$ cat config.mk
export PLATFORM = sky130hd
export DESIGN_NAME = mem_bus_arbiter
export DESIGN_NICKNAME = d
export VERILOG_FILES = /design/src/rtl/mem_bus_arbiter.sv
export SDC_FILE = /design/constraint.sdc
export NUM_CORES = 1
export LEC_CHECK = 0
export ABC_AREA = 1
export BUFFER_PORTS_ARGS = -buffer_cell sky130_fd_sc_hd__buf_2
export CORE_AREA = 2 2 108 110
export CTS_BUF_LIST = sky130_fd_sc_hd__clkbuf_4 sky130_fd_sc_hd__clkbuf_8
export DETAILED_ROUTE_END_ITERATION = 10
export DIE_AREA = 0 0 110 112
export GPL_ROUTABILITY_DRIVEN = 0
export PLACE_DENSITY_LB_ADDON = 0.12
export SLEW_MARGIN = 20
export SYNTH_ARGS = -nofsm -noshare
export SYNTH_HDL_FRONTEND = slang
export SYNTH_SLANG_ARGS = --single-unit
$ cat constraint.sdc
create_clock -name clk -period 3 [get_ports clk]
set_input_delay 0.6 -clock clk [delete_from_list [all_inputs] [get_ports clk]]
set_output_delay 0.6 -clock clk [all_outputs]
set_load 0.02 [all_outputs]
$ cat src/rtl/mem_bus_arbiter.sv
// Arbitrates fetch and load/store access to one single-ported memory.
// Data has priority, and fetch is forced through after STARVE_MAX data grants in a row.
module mem_bus_arbiter #(
   parameter int unsigned ADDR_W     = 32,
   parameter int unsigned DATA_W     = 32,
   parameter int unsigned STARVE_MAX = 4
) (
   input  logic                clk,
   input  logic                rst,
   input  logic                i_req,
   input  logic [ADDR_W-1:0]   i_addr,
   output logic                i_gnt,
   output logic                i_rvalid,
   output logic [DATA_W-1:0]   i_rdata,
   input  logic                d_req,
   input  logic                d_we,
   input  logic [ADDR_W-1:0]   d_addr,
   input  logic [DATA_W-1:0]   d_wdata,
   input  logic [DATA_W/8-1:0] d_be,
   output logic                d_gnt,
   output logic                d_rvalid,
   output logic [DATA_W-1:0]   d_rdata,
   output logic                mem_req,
   output logic                mem_we,
   output logic [ADDR_W-1:0]   mem_addr,
   output logic [DATA_W-1:0]   mem_wdata,
   output logic [DATA_W/8-1:0] mem_be,
   input  logic                mem_gnt,
   input  logic                mem_rvalid,
   input  logic [DATA_W-1:0]   mem_rdata,
   output logic                busy
);

   localparam int unsigned BE_W       = DATA_W / 8;
   localparam logic [3:0]  STARVE_LIM = 4'(STARVE_MAX);

   typedef enum logic [1:0] {StIdle, StIssue, StWait} state_e;
   typedef enum logic [1:0] {OwnNone, OwnFetch, OwnData} owner_e;

   state_e              state_q, state_d;
   owner_e              owner_q, owner_d;
   logic [3:0]          starve_cnt_q, starve_cnt_d;
   logic                we_q, we_d;
   logic [ADDR_W-1:0]   addr_q, addr_d;
   logic [DATA_W-1:0]   wdata_q, wdata_d;
   logic [BE_W-1:0]     be_q, be_d;
   logic                data_wins;
   logic                gnt_ok;
   logic                rsp_ok;

   // Grants and responses are suppressed while reset is asserted so an
   // abandoned transaction never signals its requester.
   assign gnt_ok   = (state_q == StIssue) && mem_gnt && !rst;
   assign rsp_ok   = (state_q == StWait) && mem_rvalid && !rst;
   assign i_gnt    = gnt_ok && (owner_q == OwnFetch);
   assign d_gnt    = gnt_ok && (owner_q == OwnData);
   assign i_rvalid = rsp_ok && (owner_q == OwnFetch);
   assign d_rvalid = rsp_ok && (owner_q == OwnData);
   assign i_rdata  = (owner_q == OwnFetch) ? mem_rdata : '0;
   assign d_rdata  = (owner_q == OwnData) ? mem_rdata : '0;

   assign mem_req   = (state_q == StIssue);
   assign mem_we    = we_q;
   assign mem_addr  = addr_q;
   assign mem_wdata = wdata_q;
   assign mem_be    = be_q;
   assign busy      = (state_q != StIdle);

   assign data_wins = d_req && !(i_req && (starve_cnt_q == STARVE_LIM));

   always_comb begin
      state_d = state_q;
      owner_d = owner_q;
      we_d    = we_q;
      addr_d  = addr_q;
      wdata_d = wdata_q;
      be_d    = be_q;
      unique case (state_q)
         StIdle: begin
            if (data_wins) begin
               owner_d = OwnData;
               we_d    = d_we;
               addr_d  = d_addr;
               wdata_d = d_wdata;
               be_d    = d_be;
               state_d = StIssue;
            end else if (i_req) begin
               owner_d = OwnFetch;
               we_d    = 1'b0;
               addr_d  = i_addr;
               wdata_d = '0;
               be_d    = '1;
               state_d = StIssue;
            end
         end
         StIssue: begin
            if (mem_gnt) state_d = StWait;
         end
         StWait: begin
            if (mem_rvalid) begin
               state_d = StIdle;
               owner_d = OwnNone;
            end
         end
         default: begin
            state_d = StIdle;
            owner_d = OwnNone;
         end
      endcase
   end

   always_comb begin
      starve_cnt_d = starve_cnt_q;
      if (!i_req) begin
         starve_cnt_d = '0;
      end else if (d_gnt) begin
         if (starve_cnt_q != STARVE_LIM) starve_cnt_d = starve_cnt_q + 4'd1;
      end else if (i_gnt) begin
         starve_cnt_d = '0;
      end
   end

   always_ff @(posedge clk) begin
      if (rst) begin
         state_q      <= StIdle;
         owner_q      <= OwnNone;
         starve_cnt_q <= '0;
         we_q         <= 1'b0;
         addr_q       <= '0;
         wdata_q      <= '0;
         be_q         <= '0;
      end else begin
         state_q      <= state_d;
         owner_q      <= owner_d;
         starve_cnt_q <= starve_cnt_d;
         we_q         <= we_d;
         addr_q       <= addr_d;
         wdata_q      <= wdata_d;
         be_q         <= be_d;
      end
   end

endmodule
==> impl_summary.txt, run 1 <==
----------------------------------------------------
[Job]
  Maximum Capacitance Violations ... 0

[CTS]
  TritonCTS clock tree ... done
  Clock transition at path regs ... around 0.08 ns
  Count of hold-fix buffers inserted at cts ... 0
  CTS buffer count ... 9
  Num Clock Sinks ... 77
  Resized Gates After CTS ... 0
  Clock latency of the later-clocked register in the worst-skew pair ... 0.35 ns
  Buffer type at the clock tree root ... sky130_fd_sc_hd__clkbuf_8
  Number of buffers inserted to repair setup after CTS ... 0
  Number of buffers on the longest clock path ... 2
  H-tree level count ... 3

[Drt]
  Drt first-iter violations ... 216
  Vias/cell ... 4.72
  Drt wl/cell ... 13.2 µm
  Vias post-DR ... 4682
  Routed Antenna Nets ... 0
  Aggregate routed wire length ... ~13000 µm
  Length of the first detailed-routing pass in iterations ... 4
  Post-detailed-route DRC marker count ... 0

[Yosys]
  Synth Instances ... slightly below 600
  Post-synthesis cell area ... 3850 µm²
  Count of flip-flops with a built-in enable after synthesis ... 0
  Fraction of the mapped netlist area in compound gates ... approximately 5.7%
  Xor and xnor fraction of the mapped netlist area ... less than 1%
  Number of nets produced by synthesis ... 730
  Portion of synthesized cell area occupied by the leading cell type ... 40.1%
  Commonest register cell after synthesis ... sky130_fd_sc_hd__dfxtp_1
  Simple logic cell fraction of the synthesized area ... between 30 and 40%
  Post-synth cell types ... 26
  Seq cells post-synth ... 77
  Share of flip-flops with an asynchronous set or reset ... 0%
  Synth warn ... 0
  Cell types occupying the most area after synthesis ... sky130_fd_sc_hd__dfxtp_1 40%, sky130_fd_sc_hd__nand2_1 14%, sky130_fd_sc_hd__nand3_1 9.0%
  Arithmetic-cell share of the synthesized area counting full adders, half adders and majority gates ... less than 1%
  Proportion of synthesized chip area in sequential cells ... 40.1%
  Synth Area per Inst ... 6.53 µm²
  Multiplexer share of the synthesized area ... 0%
  Area leader, netlist ... sky130_fd_sc_hd__dfxtp_1
  Combinational family with the most area after synthesis ... simple AND/OR/NAND/NOR gates

[Timing]
  Final worst-path setup slack ... 0.567 ns
  Clock tree skew after final layout ... 0.00784 ns
  Count of endpoints failing setup in the final report ... 0
  Transition time at the pin with the least slew margin ... 0.930 ns
  Final period demand of the worst path ... 2.43 ns
  Max Clock Freq ... 411 MHz
  Total Neg Setup Slack ... 0 ns
  Slew Limit Headroom ... 37.9%
  Total count of max-transition violations in the final report ... 0
  Setup repair after global routing missed its margin ... false
  Final hold violations ... 0
  Fin crit share ... 81.1%

[Hold path]
  Cells on Worst Hold Path ... 3
  Worst min-delay path category ... in -> reg
  Startpoint of the lowest-slack hold path ... d_be[0]

[Global routing]
  Vias in the first global route ... 4297
  Global-route total usage across every layer ... approximately a fifth
  Global-route wire length before repair ... 19800 µm
  Maximum number of pins on one net before global-route repair ... 41
  Total overflow reported by the global router ... 0
  Number of antenna violations at the first check in global routing ... 1

[Worst setup path]
  Depth of the critical timing path with buffers and inverters included ... 4
  Kind of critical path ... reg -> out
  Startpoint of the worst register-to-register path ... state_q[0]$_SDFFE_PP0P_
  Cell family with the largest share of critical-path delay ... simple AND/OR/NAND/NOR gates
  Slowest stage cell on the critical path ... sky130_fd_sc_hd__nor3_1
  CP Launch Point ... owner_q[0]$_SDFFE_PP0P_
  Crit path DAT ... 1.83 ns
  Category of the worst setup path capture point ... output pin
  Buffer and inverter count on the worst path ... 2
  Critical Path Max Stage Delay ... 0.50 ns
  Data required time at the worst endpoint ... 2.40 ns
  Path depth of the worst reg2reg path ... 9
  Worst Path Max Fanout ... 35
  Element type at the critical path start ... register
  Worst path cell trace ... inv_1, nand2_2, nor3_1, buf_2

[Floorplan]
  Initial core utilization ... 34.4%
  Height of the chip ... 112 µm
  Number of top-level design ports ... 278
  Die width ... 110 µm
  Number of rows created at floorplan ... 39
  Area of the core ... ~11000 µm²
  Die Outline Area ... 12300 µm²

[Cells and area]
  Share of post-route cells with drive strength above 1 ... 36.7%
  Number of filler instances in the final layout ... 1165
  Area growth from synthesis to layout ... 40.7%
  Nets ... 983
  Finished Cell Area ... ~5400 µm²

[Power]
  Internal power contribution ... 0.00172 W
  Power share of the sequential group ... 43.6%
  Lkg Pwr ... roughly 3.2 nW
  Power density over the cells ... 484 nW/µm²
  Net Sw Frac ... around 35%
  Portion of total power attributed to the clock network ... approximately 28%
  Switching power ... approximately 0.00090 W
  Relative contribution of combinational cells to total power ... 28.2%
  Worst voltage drop across the vdd grid ... approximately 210 µV

[Run status]
  Outcome ... finished, final reports clean

[Placed design]
  Post-placement setup slack ... 0.883 ns
  Number of buffers added on ports ... 277
  Placed cell area ... 5230 µm²
  DP HPWL ... 9600 µm

----------------------------------------------------
[cells by family (layout without fill, tap and decap cells)]
family | after synthesis | count (layout)
AOI/OAI and AO/OA | 43 | 43
buffers and inverters | 122 | 380
other | 0 | 1
adders and majority gates | 2 | 2
xor gates and xnor gates | 2 | 2
DFF | 77 | 77
and+or+nand+nor | 343 | 343
[worst paths after layout]
path                            slack, ns                         end
worst max-delay path                 0.57                       d_gnt
worst min-delay path                 0.46      mem_be[0]$_SDFFE_PP0P_
worst max register to register       0.90   mem_addr[21]$_SDFFE_PP0P_
worst min register to register       0.46  mem_wdata[27]$_SDFFE_PP0P_
[stage by stage]
step,power [W],util (%),hold WS (ns),instances
after floorplan,0.00165,-,0.440,589
after global placement,0.00190,46.8,0.448,974
after detailed placement,0.00191,46.8,0.452,974
after CTS,0.00266,48.4,0.440,990
after global routing,0.00278,48.4,0.466,990
final,0.00262,48.5,0.461,991
[registers in the layout, indices dropped and copies added (netlist names)]
name,count
starve_cnt_q,4
mem_be,4
mem_we,1
mem_wdata,32
mem_addr,32
state_q,2
owner_q,2
[cell type report]
type	instances	area, µm²	area share (%)
multi-input cells	390	1770	32.6
clock buffers	13	166	3.07
repair buffers	283	1430	26.4
clock inverters	3	20.0	0.370
well taps	143	179	3.30
inverters	81	307	5.66
diodes	1	2.50	0.0462
flip-flops and latches	77	1540	28.5
[placed cells by master (no fill, tap or decap), types with 3 or more instances in the layout]
cell type                  instances
sky130_fd_sc_hd__clkbuf_8         11
sky130_fd_sc_hd__nand2_1         146
sky130_fd_sc_hd__a21oi_1          37
sky130_fd_sc_hd__dfxtp_1          77
sky130_fd_sc_hd__inv_1            76
sky130_fd_sc_hd__nor2_1           86
sky130_fd_sc_hd__nand3_1          69
sky130_fd_sc_hd__inv_2             4
sky130_fd_sc_hd__buf_2           277
sky130_fd_sc_hd__nand2_4           3
sky130_fd_sc_hd__nand4_1          33
sky130_fd_sc_hd__o21ai_0           4
sky130_fd_sc_hd__buf_4             6
[power by group through the flow]
| stage | registers (W) | clock network, W | logic (W) |
|---|---|---|---|
| floorplan | 0.00126 | 0 | 0.000395 |
| global placement | 0.00116 | 0 | 0.000734 |
| detailed placement | 0.00116 | 0 | 0.000743 |
| CTS | 0.00114 | 0.000769 | 0.000745 |
| global route | 0.00115 | 0.000814 | 0.000818 |
| finish | 0.00114 | 0.000741 | 0.000738 |
[synthesized netlist by cell type (3+ instances only)]
master / number
sky130_fd_sc_hd__nand2_4: 3
sky130_fd_sc_hd__inv_2: 4
sky130_fd_sc_hd__buf_6: 5
sky130_fd_sc_hd__nand3_1: 69
sky130_fd_sc_hd__clkbuf_1: 13
sky130_fd_sc_hd__nor2_1: 86
sky130_fd_sc_hd__a21oi_1: 37
sky130_fd_sc_hd__buf_4: 8
sky130_fd_sc_hd__nand2_1: 146
sky130_fd_sc_hd__buf_1: 7
sky130_fd_sc_hd__o21ai_0: 4
sky130_fd_sc_hd__inv_1: 76
sky130_fd_sc_hd__dfxtp_1: 77
sky130_fd_sc_hd__nand4_1: 33
sky130_fd_sc_hd__buf_2: 8
[layer usage]
metal	GRT usage, %	share of wire [%]
met1	21.7	38
met4	9.70	2.8
met5	0	0
met2	37.3	51
met3	4.63	8.2
[worst register-to-register path, delay by kind of cell (launching register included)]
family / cells / cell delay (ns)
buffers and inverters: 4 / 1.03
DFF: 1 / 0.32
and+or+nand+nor: 5 / 0.71
No activity file was read; power rests on OpenSTA's default activity.
==> run 2, diff against run 1 <==
- CORE_AREA: 2 2 108 110 -> 2 2 107 109
- DIE_AREA: 0 0 110 112 -> 0 0 109 111
- clock period: 3 -> 2 ns (I/O delays scaled with it)
==> impl_summary.txt, run 2 (synthesis results as in run 1) <==
----------------------------------------------------
[Worst setup path]
  CP Launch Point ... owner_q[0]$_SDFFE_PP0P_
  Data required time at the worst endpoint ... 1.60 ns (-0.80 ns)
  Worst path cell trace ... inv_1, nor2_2, inv_1, buf_4, nor2_1, buf_2
  R2r endpoint ... mem_addr[18]$_SDFFE_PP0P_
  Crit path DAT ... 1.49 ns (-0.34 ns)
  Most numerous cell on the critical path ... sky130_fd_sc_hd__inv_1
  Kind of critical path ... reg -> out
  Element type at the critical path start ... register
  Startpoint of the worst register-to-register path ... starve_cnt_q[0]$_SDFFE_PP0P_
  End point of the critical path ... i_rdata[12]
  Critical Path Max Stage Delay ... 0.33 ns (-0.17 ns)
  Slowest stage cell on the critical path ... sky130_fd_sc_hd__dfxtp_1
  Register-to-register path setup slack ... 0.40 ns (-0.50 ns)
  Worst Path Max Fanout ... 33 (-5.7%)
  Category of the worst setup path capture point ... output pin
  Path depth of the worst reg2reg path ... 8 (-1)

[CTS]
  H-tree level count ... 3 (unchanged)
  Clock transition at path regs ... 0.08 ns (about the same)
  Count of hold-fix buffers inserted at cts ... 0 (unchanged)
  Number of buffers on the longest clock path ... 2 (unchanged)
  Buffer type at the clock tree root ... sky130_fd_sc_hd__clkbuf_8
  Number of buffers inserted to repair setup after CTS ... 0 (unchanged)
  Clock latency of the later-clocked register in the worst-skew pair ... 0.35 ns (about the same)
  Resized Gates After CTS ... 0 (unchanged)
  CTS buffer count ... 9 (unchanged)
  Num Clock Sinks ... 77 (unchanged)
  TritonCTS clock tree ... done

[Global routing]
  Total overflow reported by the global router ... 0 (unchanged)
  Global-route total usage across every layer ... 20.8% (+0.37 points)
  Maximum number of pins on one net before global-route repair ... 38 (-7.3%)
  Vias in the first global route ... 4226 (-1.7%)
  Global-route wire length before repair ... 20100 µm (+1.4%)
  Number of antenna violations at the first check in global routing ... 1 (unchanged)

[Drt]
  Length of the first detailed-routing pass in iterations ... 4 (unchanged)
  Vias/cell ... 4.68 (-0.84%)
  Aggregate routed wire length ... 13200 µm (+1.3%)
  Drt first-iter violations ... 270 (+25%)
  Post-detailed-route DRC marker count ... 0 (unchanged)
  Drt wl/cell ... 13.2 µm (+0.48%)
  Vias post-DR ... 4680 (-0.043%)
  Routed Antenna Nets ... 0 (unchanged)

[Placed design]
  Number of buffers added on ports ... 277 (unchanged)
  Placed insts ... 982 (+0.82%)
  Post-placement setup slack ... 0.392 ns (-0.491 ns)
  Placed cell area ... 5300 µm² (+1.4%)
  DP HPWL ... 9720 µm (+1.3%)

[Floorplan]
  Number of top-level design ports ... 278 (unchanged)
  Die width ... 109 µm (-0.91%)
  Initial core utilization ... 34.7% (+0.30 points)
  Number of rows created at floorplan ... 39 (unchanged)
  Die Outline Area ... 12100 µm² (-1.8%)
  Height of the chip ... 111 µm (-0.89%)
  Area of the core ... 11100 µm² (-0.87%)

[Cells and area]
  Share of post-route cells with drive strength above 1 ... 37.7% (+0.94 points)
  Nets ... 991 (+0.81%)
  Most frequent standard cell in the layout excluding fill and tap cells ... sky130_fd_sc_hd__buf_2
  Final cell count without fillers ... 999 (+0.81%)
  Leading cell types in the layout, fill and taps excluded ... 277 x sky130_fd_sc_hd__buf_2, 146 x sky130_fd_sc_hd__nand2_1, 84 x sky130_fd_sc_hd__nor2_1
  Finished Cell Area ... 5500 µm² (+1.5%)
  Area growth from synthesis to layout ... 42.9%

[Power]
  Worst voltage drop across the vdd grid ... 355 µV (+67%)
  Power share of the sequential group ... 43.1% (-0.5 points)
  Power density over the cells ... 723 nW/µm² (+49%)
  Portion of total power attributed to the clock network ... 28.2% (about the same)
  Relative contribution of combinational cells to total power ... 28.7% (+0.5 points)
  Lkg Pwr ... 3.25 nW (+1.3%)
  Net Sw Frac ... 34.6% (+0.092 points)
  Switching power ... 0.00138 W (+52%)
  Internal power contribution ... 0.00260 W (+51%)

[Hold path]
  Worst min-delay path category ... in -> reg

[Timing]
  Final hold violations ... 0 (unchanged)
  Final worst-path setup slack ... 0.110 ns (-0.457 ns)
  Final hold slack ... 0.255 ns (-0.206 ns)
  Total count of max-transition violations in the final report ... 0 (unchanged)
  Final period demand of the worst path ... 1.89 ns
  Max Clock Freq ... 529 MHz
  Count of endpoints failing setup in the final report ... 0 (unchanged)
  Fin crit share ... 94.5%
  Transition time at the pin with the least slew margin ... 0.423 ns (-0.507 ns)
  Total Neg Setup Slack ... 0 ns (unchanged)
  Setup repair after global routing missed its margin ... false
  Slew Limit Headroom ... 71.8% (+34 points)
  Clock tree skew after final layout ... 0.0144 ns (+0.00654 ns)

[Job]
  Maximum Capacitance Violations ... 0 (unchanged)

[Run status]
  Outcome ... finished, final reports clean

----------------------------------------------------
## run 2: critical path, delay by kind of cell (launching register included)
family,cells,cell delay [ns]
simple gates,2,0.28
flops,1,0.33
buf+inv,4,0.53
## run 2: layout make-up
class	instances	area, µm²
diodes	1	2.50
inverters	81	307
multi-input cells	390	1780
clock inverters	3	20.0
well taps	143	179
clock buffers	13	166
repair buffers	291	1500
flip-flops and latches	77	1540
fillers	1148	5580
## run 2: per-layer routing
| metal | global-route usage [%] | share of wire [%] | vias up |
|---|---|---|---|
| li1 | - | - | 2360 |
| met1 | 22.7 | 38 | 2103 |
| met2 | 37.7 | 52 | 197 |
| met3 | 4.47 | 8.2 | 20 |
| met4 | 9.15 | 2.0 | 0 |
| met5 | 0 | 0 | - |
## run 2: worst min-delay path by stage
stage | startpoint | to | slack [ns] | depth (start not counted)
final | d_be[1] | mem_be[1]$_SDFFE_PP0P_ | 0.26 | 3
after global routing | d_be[1] | mem_be[1]$_SDFFE_PP0P_ | 0.26 | 3
after CTS | d_be[1] | mem_be[1]$_SDFFE_PP0P_ | 0.24 | 3
after detailed placement | mem_wdata[22]$_SDFFE_PP0P_ | mem_wdata[22]$_SDFFE_PP0P_ | 0.46 | 2
after global placement | mem_wdata[5]$_SDFFE_PP0P_ | mem_wdata[5]$_SDFFE_PP0P_ | 0.45 | 2
after floorplan | owner_q[0]$_SDFFE_PP0P_ | owner_q[0]$_SDFFE_PP0P_ | 0.44 | 2
## run 2: power groups by stage
stage	Combinational [W]	Clock, W	Sequential [W]
global placement	0.00113	0	0.00175
global route	0.00125	0.00123	0.00173
detailed placement	0.00114	0	0.00175
CTS	0.00114	0.00116	0.00171
finish	0.00114	0.00112	0.00171
floorplan	0.000592	0	0.00188
## run 2: per-stage QoR
stage	total power [W]	utilization (%)
global placement	0.00288	47.8
floorplan	0.00247	-
detailed placement	0.00289	47.8
finish	0.00398	49.6
CTS	0.00402	49.5
global route	0.00421	49.6
==> run 3, diff against run 2 <==
- CORE_AREA: 2 2 107 109 -> 2 2 109 111
- CTS_BUF_LIST: sky130_fd_sc_hd__clkbuf_4 sky130_fd_sc_hd__clkbuf_8 -> sky130_fd_sc_hd__clkbuf_16
- DIE_AREA: 0 0 109 111 -> 0 0 111 113
==> impl_summary.txt, run 3 (synthesis results as in run 1) <==
----------------------------------------------------
[Global routing]
  Maximum number of pins on one net before global-route repair ... 48 (+26%)
  Total overflow reported by the global router ... 0 (unchanged)
  Global-route wire length before repair ... 20700 µm (+3.2%)
  Vias in the first global route ... 4352 (+3.0%)
  Global-route total usage across every layer ... 20.1% (-0.70 points)
  Number of antenna violations at the first check in global routing ... 0 (-1)

[Cells and area]
  Most frequent standard cell in the layout excluding fill and tap cells ... sky130_fd_sc_hd__buf_2
  Share of post-route cells with drive strength above 1 ... 37.5% (-0.18 points)
  Area growth from synthesis to layout ... 46.6%
  Nets ... 995 (+0.40%)
  Number of antenna diodes ... 0 (-1)
  Core Util, Final ... 50.1% (+0.42 points)
  Leading cell types in the layout, fill and taps excluded ... 277 x sky130_fd_sc_hd__buf_2, 146 x sky130_fd_sc_hd__nand2_1, 85 x sky130_fd_sc_hd__nor2_1

[Floorplan]
  Die width ... 111 µm (+1.8%)
  Initial core utilization ... 34.1% (-0.60 points)
  Height of the chip ... 113 µm (+1.8%)
  Number of rows created at floorplan ... 39 (unchanged)
  Die Outline Area ... 12500 µm² (+3.7%)
  Number of top-level design ports ... 278 (unchanged)
  Area of the core ... 11300 µm² (+1.8%)

[Worst setup path]
  Kind of critical path ... reg -> out
  Crit path DAT ... 1.46 ns (-0.03 ns)
  Worst path cell trace ... inv_1, nor2_4, clkinvlp_4, buf_4, nor2_1, buf_2
  Startpoint of the worst register-to-register path ... starve_cnt_q[0]$_SDFFE_PP0P_
  Data required time at the worst endpoint ... 1.60 ns (about the same)
  Register-to-register path setup slack ... 0.38 ns (-0.02 ns)
  Worst Path Max Fanout ... 9 (-73%)
  Category of the worst setup path capture point ... output pin
  Element type at the critical path start ... register
  Critical Path Max Stage Delay ... 0.33 ns (about the same)
  Path depth of the worst reg2reg path ... 9 (+1)
  Slowest stage cell on the critical path ... sky130_fd_sc_hd__dfxtp_1
  R2r endpoint ... mem_addr[29]$_SDFFE_PP0P_

[Drt]
  Post-detailed-route DRC marker count ... 0 (unchanged)
  Vias/cell ... 4.68 (about the same)
  Aggregate routed wire length ... 13300 µm (+0.88%)
  Length of the first detailed-routing pass in iterations ... 4 (unchanged)
  Drt wl/cell ... 13.3 µm (+0.57%)
  Routed Antenna Nets ... 0 (unchanged)
  Drt first-iter violations ... 175 (-35%)
  Vias post-DR ... 4691 (+0.24%)

[Timing]
  Transition time at the pin with the least slew margin ... 0.400 ns (-0.0230 ns)
  Slew Limit Headroom ... 73.4% (+1.5 points)
  Count of endpoints failing setup in the final report ... 0 (unchanged)
  Final hold violations ... 0 (unchanged)
  Total count of max-transition violations in the final report ... 0 (unchanged)
  Final period demand of the worst path ... 1.86 ns (-0.0318 ns)
  Max Clock Freq ... 538 MHz (+1.7%)
  Fin crit share ... 92.9% (-1.6 points)
  Final hold slack ... 0.285 ns (+0.0300 ns)
  Clock tree skew after final layout ... 0.00550 ns (-0.00889 ns)
  Final worst-path setup slack ... 0.142 ns (+0.0318 ns)

[Power]
  Power density over the cells ... 785 nW/µm² (+8.6%)
  Worst voltage drop across the vdd grid ... 334 µV (-6.0%)
  Lkg Pwr ... 3.33 nW (+2.2%)

[Placed design]
  DP HPWL ... 9990 µm (+2.8%)
  Post-placement setup slack ... 0.220 ns (-0.172 ns)
  Number of buffers added on ports ... 277 (unchanged)

[CTS]
  Num Clock Sinks ... 77 (unchanged)
  Clock transition at path regs ... 0.06 ns (-0.02 ns)
  CTS buffer count ... 9 (unchanged)
  Clock latency of the later-clocked register in the worst-skew pair ... 0.33 ns (-0.02 ns)
  Buffer type at the clock tree root ... sky130_fd_sc_hd__clkbuf_16
  TritonCTS clock tree ... done
  H-tree level count ... 3 (unchanged)
  Number of buffers on the longest clock path ... 2 (unchanged)

[Hold path]
  Sink of the worst hold path ... mem_be[2]$_SDFFE_PP0P_
  Startpoint of the lowest-slack hold path ... d_be[2]
  Cells on Worst Hold Path ... 3 (unchanged)
  Worst min-delay path category ... in -> reg

[Job]
  Maximum Capacitance Violations ... 0 (unchanged)

[Run status]
  Outcome ... finished, final reports clean

----------------------------------------------------
[run 3: final cells by class]
class,instances,area (µm²)
Timing Repair Buffer,294,1540
Timing Repair inverter,1,7.51
Clock buffer,9,225
Clock inverter,7,58.8
Multi-Input combinational cell,390,1780
Tap cell,143,179
Sequential cell,77,1540
Inverter,81,310
Fill cell,1200,5630
[run 3: power breakdown]
group / internal, W / total, W / switching (W)
clock: 0.000948 / 0.00155 / 0.000606
sequential: 0.00166 / 0.00172 / 0.0000641
combinational: 0.000414 / 0.00116 / 0.000743
[run 3: per-layer routing]
metal / GRT usage (%) / up-vias / part of all wire [%]
met5: 0 / - / 0
met4: 7.25 / 0 / 2.3
met3: 4.98 / 21 / 7.6
met2: 37.4 / 200 / 52
met1: 22.3 / 2098 / 38
li1: - / 2372 / -
[run 3: critical path: cells and delay by family (launching register included)]
| kind | cells | cell delay [ns] |
|---|---|---|
| buffers and inverters | 4 | 0.54 |
| DFF | 1 | 0.33 |
| and+or+nand+nor | 2 | 0.27 |
[run 3: how the worst max path moves through the flow]
| stage | start | cells after the start | to |
|---|---|---|---|
| 4_1_cts | state_q[1]$_SDFFE_PP0P_ | 4 | d_gnt |
| 3_3_place_gp | owner_q[0]$_SDFFE_PP0P_ | 5 | i_rvalid |
| 6_report | owner_q[0]$_SDFFE_PP0P_ | 6 | i_rdata[13] |
| 3_5_place_dp | owner_q[0]$_SDFFE_PP0P_ | 5 | i_rvalid |
| 2_1_floorplan | rst | 4 | d_rvalid |
| 5_1_grt | owner_q[0]$_SDFFE_PP0P_ | 6 | i_rvalid |
[run 3: per-stage QoR]
| stage | total power [W] | cell area (µm²) | std cells | TNS [ns] |
|---|---|---|---|---|
| finish | 0.00443 | 5640 | 1002 | 0 |
| global route | 0.00467 | 5640 | 1002 | -0.00852 |
| CTS | 0.00449 | 5630 | 1002 | 0 |
| detailed placement | 0.00290 | 5300 | 981 | 0 |
| global placement | 0.00288 | 5300 | 981 | 0 |
| floorplan | 0.00247 | 3850 | 589 | 0 |
[run 3: repair_timing]
action / in CTS / in global routing
gates cloned: 1 / 0
hold buffers: 0 / 0
buffers inserted: 4 / 0
setup endpoints to repair: 33 / 33
pin swaps: 0 / 0
resized for setup: 3 / 2
